[src/rtl/mesh_rx_endpoint.sv]
`default_nettype none
// ============================================================================
// Module   : mesh_rx_endpoint
// Purpose  : Receive endpoint for one 2x2-mesh processing node. It accepts an
//            armed burst from the router output_processor link into a local
//            first-word-fall-through FIFO. It also reports burst completion
//            and sticky link errors, and drives rx_ready as the node's
//            processor-ready path-free bit.
// Options  : RX_TIMEOUT_EN - when defined, an idle-cycle watchdog aborts a
//            stalled burst after TIMEOUT idle cycles (err_flags[2]).
// Revision : 1.0 - initial release
// ============================================================================
module mesh_rx_endpoint #(
  parameter int DEPTH   = 16,
  parameter int TIMEOUT = 255
) (
  input  logic                     clock,
  input  logic                     reset,
  input  logic                     arm,
  input  logic [7:0]               arm_len,
  input  logic [1:0]               arm_src,
  input  logic [9:0]               data_from_router,
  output logic                     rx_ready,
  input  logic                     rd_en,
  output logic [8:0]               rd_data,
  output logic                     empty,
  output logic                     full,
  output logic [$clog2(DEPTH):0]   fifo_count,
  output logic                     burst_done,
  output logic [1:0]               done_src,
  output logic [2:0]               err_flags,
  input  logic                     err_clr
);

  localparam int c_aw    = $clog2(DEPTH);
  localparam int c_cnt_w = c_aw + 1;

  typedef enum logic [1:0] {
    S_IDLE = 2'd0,
    S_RECV = 2'd1,
    S_DONE = 2'd2
  } state_t;

  state_t             state_q, state_d;
  logic [7:0]         remaining_q, remaining_d;
  logic [1:0]         src_q, src_d;
  logic [1:0]         done_src_q, done_src_d;
  logic [2:0]         err_q, err_d;
  logic [c_aw-1:0]    wr_ptr_q, wr_ptr_d;
  logic [c_aw-1:0]    rd_ptr_q, rd_ptr_d;
  logic [c_cnt_w-1:0] count_q, count_d;
  logic [8:0]         mem_q [DEPTH];

  logic w_valid;
  logic w_empty;
  logic w_full;
  logic w_push;
  logic w_pop;
  logic w_overflow;
  logic w_stray;
  logic w_timeout;
  logic w_to_hit;

  assign w_valid = data_from_router[9];
  assign w_empty = (count_q == '0);
  assign w_full  = (count_q == c_cnt_w'(DEPTH));
  // A pop needs a resident word; rd_en on an empty FIFO does nothing.
  assign w_pop   = rd_en && !w_empty;

`ifdef RX_TIMEOUT_EN
  localparam int c_to_w = $clog2(TIMEOUT + 1);

  logic [c_to_w-1:0] idle_cnt_q, idle_cnt_d;

  // Count consecutive idle link cycles while receiving; any valid word or leaving RECV clears it.
  always_comb begin
    idle_cnt_d = '0;
    if (state_q == S_RECV && !w_valid) begin
      idle_cnt_d = idle_cnt_q + c_to_w'(1);
    end
  end

  // The idle cycle that brings the count to TIMEOUT aborts the burst.
  assign w_to_hit = (state_q == S_RECV) && !w_valid &&
                    (idle_cnt_q == c_to_w'(TIMEOUT - 1));

  // Idle counter register.
  always_ff @(posedge clock or posedge reset) begin
    if (reset) begin
      idle_cnt_q <= '0;
    end else begin
      idle_cnt_q <= idle_cnt_d;
    end
  end
`else
  logic [31:0] w_unused_timeout;
  assign w_unused_timeout = TIMEOUT;
  assign w_to_hit         = 1'b0;
`endif

  // Burst FSM: next state, burst bookkeeping and error event detection.
  always_comb begin
    state_d     = state_q;
    remaining_d = remaining_q;
    src_d       = src_q;
    done_src_d  = done_src_q;
    w_push      = 1'b0;
    w_overflow  = 1'b0;
    w_stray     = 1'b0;
    w_timeout   = 1'b0;
    case (state_q)
      S_IDLE: begin
        if (w_valid) begin
          w_stray = 1'b1;
        end
        if (arm && arm_len != 8'd0) begin
          state_d     = S_RECV;
          remaining_d = arm_len;
          src_d       = arm_src;
        end
      end
      S_RECV: begin
        if (w_valid) begin
          // A full FIFO still takes the word when the same-cycle pop frees a slot.
          if (!w_full || rd_en) begin
            w_push = 1'b1;
          end else begin
            w_overflow = 1'b1;
          end
          remaining_d = remaining_q - 8'd1;
          if (remaining_q == 8'd1) begin
            state_d    = S_DONE;
            done_src_d = src_q;
          end
        end else if (w_to_hit) begin
          w_timeout = 1'b1;
          state_d   = S_IDLE;
        end
      end
      S_DONE: begin
        state_d = S_IDLE;
      end
      default: begin
        state_d = S_IDLE;
      end
    endcase
  end

  // FIFO pointer and occupancy update; push and pop together leave the count unchanged.
  always_comb begin
    wr_ptr_d = wr_ptr_q + (w_push ? c_aw'(1) : c_aw'(0));
    rd_ptr_d = rd_ptr_q + (w_pop  ? c_aw'(1) : c_aw'(0));
    count_d  = count_q;
    case ({w_push, w_pop})
      2'b10:   count_d = count_q + c_cnt_w'(1);
      2'b01:   count_d = count_q - c_cnt_w'(1);
      default: count_d = count_q;
    endcase
  end

  // Sticky error flags; an event in the clearing cycle keeps its bit set.
  always_comb begin
    err_d = err_clr ? 3'b000 : err_q;
    err_d = err_d | {w_timeout, w_stray, w_overflow};
  end

  // State, pointer and flag registers.
  always_ff @(posedge clock or posedge reset) begin
    if (reset) begin
      state_q     <= S_IDLE;
      remaining_q <= 8'd0;
      src_q       <= 2'd0;
      done_src_q  <= 2'd0;
      err_q       <= 3'b000;
      wr_ptr_q    <= '0;
      rd_ptr_q    <= '0;
      count_q     <= '0;
    end else begin
      state_q     <= state_d;
      remaining_q <= remaining_d;
      src_q       <= src_d;
      done_src_q  <= done_src_d;
      err_q       <= err_d;
      wr_ptr_q    <= wr_ptr_d;
      rd_ptr_q    <= rd_ptr_d;
      count_q     <= count_d;
    end
  end

  // FIFO storage; stale entries are masked by the occupancy count, so no reset is needed.
  always_ff @(posedge clock) begin
    if (w_push) begin
      mem_q[wr_ptr_q] <= data_from_router[8:0];
    end
  end

  assign rx_ready   = (state_q == S_IDLE);
  assign burst_done = (state_q == S_DONE);
  assign done_src   = done_src_q;
  assign err_flags  = err_q;
  assign empty      = w_empty;
  assign full       = w_full;
  assign fifo_count = count_q;
  assign rd_data    = w_empty ? 9'd0 : mem_q[rd_ptr_q];

endmodule
`default_nettype wire

[config.mk]
export PLATFORM = sky130hd
export DESIGN_NAME = mesh_rx_endpoint
export DESIGN_NICKNAME = d
export VERILOG_FILES = /design/src/rtl/mesh_rx_endpoint.sv
export SDC_FILE = /design/constraint.sdc
export NUM_CORES = 1
export LEC_CHECK = 0
export CAP_MARGIN = 25
export CORE_MARGIN = 1.5
export CORE_UTILIZATION = 40
export CTS_BUF_LIST = sky130_fd_sc_hd__clkbuf_4 sky130_fd_sc_hd__clkbuf_8
export CTS_CLUSTER_DIAMETER = 200
export CTS_CLUSTER_SIZE = 40
export DETAILED_ROUTE_END_ITERATION = 7
export SYNTH_ARGS = -nofsm -noshare
export SYNTH_HDL_FRONTEND = slang
export SYNTH_SLANG_ARGS = --single-unit
[constraint.sdc]
create_clock -name clock -period 8.5 [get_ports clock]
set_clock_uncertainty 0.15 [all_clocks]
set_input_delay 0.85 -clock clock [delete_from_list [all_inputs] [get_ports clock]]
set_output_delay 0.85 -clock clock [all_outputs]
set_load 0.1 [all_outputs]
==> flow_summary.toml <==
[power]
total_power_mw = 3.080
switching_share_pct = 42.02
p_switching_mw = 1.294
ir_worst_vdd_v = 0.0005096
p_clk_share_pct = 18.8
power_report.internal_total_mw = 1.786
comb_power_share_pct = 43.6
cellPowerDensity_mw_per_mm2 = 369.4
leakage_nw = 2.878
power_frac_seq_pct = 37.7

[sta]
fin_setup_tns_ns = 0
fin_crit_ns = 4.469
slew_headroom_pct = 34.45
slew_violations = 0
rsz0062_at_grt = "no"
finalWorstSetupSlack_ns = 4.031
post-route-period-util_pct = 52.57
setup_viol = 0
holdWs_ns = 0.3361
hold_viol = 0
fmax_mhz = 223.8
worst_pin_slew_ns = 0.9802

[critical_path]
arrival_ns = 3.47
startpoint = "rd_ptr_q[0]"
critical_path_class = "flop to output pin"
rr_worst_depth = 4
end_kind = "output pin"
r2r_end = "mem_q[8][1]"
critPathBufInv = 2
rrSetupSlack_ns = 5.31
crit_end = "rd_data[5]"
cp.depth = 5
cp_slowest_cell = "clkdlybuf4s50_1"
max_stage_delay_ns = 1.02
crit-reg2reg-launch = "state_q[0]"
crit_family = "buffers and inverters"
worstPathCellList = "buf_4 -> mux4_2 -> mux2i_1 -> o22ai_1 -> clkdlybuf4s50_1"
cp_max_fo = 32
cp.required_ns = 7.50
startpoint_type = "flop"

[logic_synthesis]
synth_compound_area_share_pct = 4.583
async_flop_share_pct = 16.76
synth-seq-area-share_pct = 70.33
ys.flop_type = "edfxtp_1"
syn_nets = 430
ys_types = 55
synth-xor-area-share_pct = 1.220
ys_warn_count = 0
syn_area_sq_mm = 0.007181
synth-seq-cells = 173
postSynthCellCount = 396
yosys.area_share.simple_pct = 5.558
synth_fa_ha_area_share_pct = 1.568
synthMuxAreaShare_pct = 14.58
avgSynthCellArea_sq_um = 18.13
synth_top_family_by_area = "multiplexers"
synth_edf_count = 144

[grt]
antenna_found_initial = 0
grt_pass1_vias = 3855
grt_pass1_wl_mm = 22.16
grt_overflow = 0
grt.total_usage_pct = 16.56
grt_max_degree = 33

[place]
hpwl_mm = 8.997
place.gp.congestion = 0.7992
place_ws_ns = 4.411
port-buffer-count = 46

[clock_network]
cts_resized = 0
htree_levels = 4
cts_buffers = 17
cts_tree = "done"
clk_latency_ns = 0.44
clockRootBuffer = "clkbuf_8"
path_clk_slew_ns = 0.09
cts.path.max_buffers = 2
post_cts_buffers = 0
holdBufCountCts = 0
cts_num_sinks = 173

[floorplanning]
fp-row-count = 48
start_util_pct = 41.23
core-area_sq_mm = 0.01742
io-pin-count = 48
fp.dieH_microns = 137.0
die-area_sq_mm = 0.01876
die_w_microns = 137.0

[cells_and_area]
antennaDiodeCount = 0
final_util_pct = 47.87
final_common_cell = "edfxtp_1"
nets = 489
area_growth_pct = 16.12
most-common-layout-cells = "144 x edfxtp_1, 46 x clkdlybuf4s50_1, 36 x mux4_2, 28 x dfrtp_1, 20 x nor2_1"
multi_input_area_sq_mm = 0.001984
drive_gt1_share_pct = 21.84
seq_area_sq_mm = 0.005051
fillers = 1475

[detailed_routing]
drt_iter0_drc = 302
wl_mm = 14.20
via_per_inst = 5.426
firstDrtPassIters = 4
drc = 0
num_vias = 3755
ant_nets = 0
avgRoutedWirePerCell_microns = 20.53

[flow_run]
drv_cap = 0

[outcome]
run_status = "finished, final reports clean"

[min_path]
hold_path.class = "flop to flop"
## cell families (layout without fill, tap and decap cells)
group                    after synthesis  in the layout
AND/OR/NAND/NOR                       70             70
other                                  1              1
flip-flops                           173            173
multiplexers                          59             59
adder cells (fa/ha/maj)                9              9
buffers and inverters                 29            100
AO/OA/AOI/OAI                         45             45
XOR/XNOR                              10             10
## metal layers
layer	part of all wire (%)	track usage, %
met1	45	22.04
met2	50	27.53
met3	3.9	4.111
met4	0.64	3.860
met5	0	0
## cell usage after synthesis, drive strengths merged (4+ instances only)
cell     instances  area, sq um
a21oi            4        20.02
a2bb2oi          5        43.79
a31oi            4        31.28
buf             15        98.84
clkbuf           6        22.52
dfrtp           29        725.7
edfxtp         144         4324
ha               9        112.6
inv              8        30.03
mux2             5        56.30
mux2i           18        180.2
mux4            36        810.8
nand2            6        30.03
nand2b           4        25.02
nand3            4        20.02
nand3b           5        37.54
nor2            21        81.33
nor2b            4        25.02
nor3             8        40.04
o21ai            6        33.78
o22ai           12        75.07
xor2             7        61.31
## stage by stage
stage / cells / area (sq um)
after global routing: 692 / 8338
after CTS: 684 / 8278
after global placement: 652 / 7853
after detailed placement: 653 / 7880
after floorplan: 396 / 7181
final: 692 / 8338
## how the worst min path moves through the flow
stage / to / slack (ns) / cells past startpoint / startpoint
4_1_cts: rd_ptr_q[3] / 0.34 / 1 / rd_ptr_q[3]
6_report: rd_ptr_q[3] / 0.34 / 1 / rd_ptr_q[3]
5_1_grt: rd_ptr_q[3] / 0.36 / 1 / rd_ptr_q[3]
3_3_place_gp: rd_ptr_q[3] / 0.32 / 1 / rd_ptr_q[3]
2_1_floorplan: rd_ptr_q[1] / 0.32 / 1 / rd_ptr_q[1]
3_5_place_dp: rd_ptr_q[3] / 0.32 / 1 / rd_ptr_q[3]
## sequential cells by signal, summed over array words and instances, names as in the netlist
register / cells
done_src: 2
state_q: 2
err_flags: 2
wr_ptr_q: 4
remaining_q: 8
mem_q: 144
rd_ptr_q: 4
src_q: 2
fifo_count: 5
## area by class of cell
class,instances,share of cell area (%)
flip-flops and latches,173,60.58
clock inverters,13,1.876
repair buffers,61,7.113
clock buffers,18,2.896
well taps,225,3.376
multi-input cells,194,23.80
inverters,8,0.3601
## power by group through the flow
stage	clock network (mW)	registers [mW]	logic, mW
5_1_grt	0.632	1.18	1.42
6_report	0.578	1.16	1.34
3_3_place_gp	0	1.17	1.34
3_5_place_dp	0	1.18	1.36
2_1_floorplan	0	1.23	0.988
4_1_cts	0.594	1.16	1.36
Note: power is estimated with default switching activity, not from simulation.
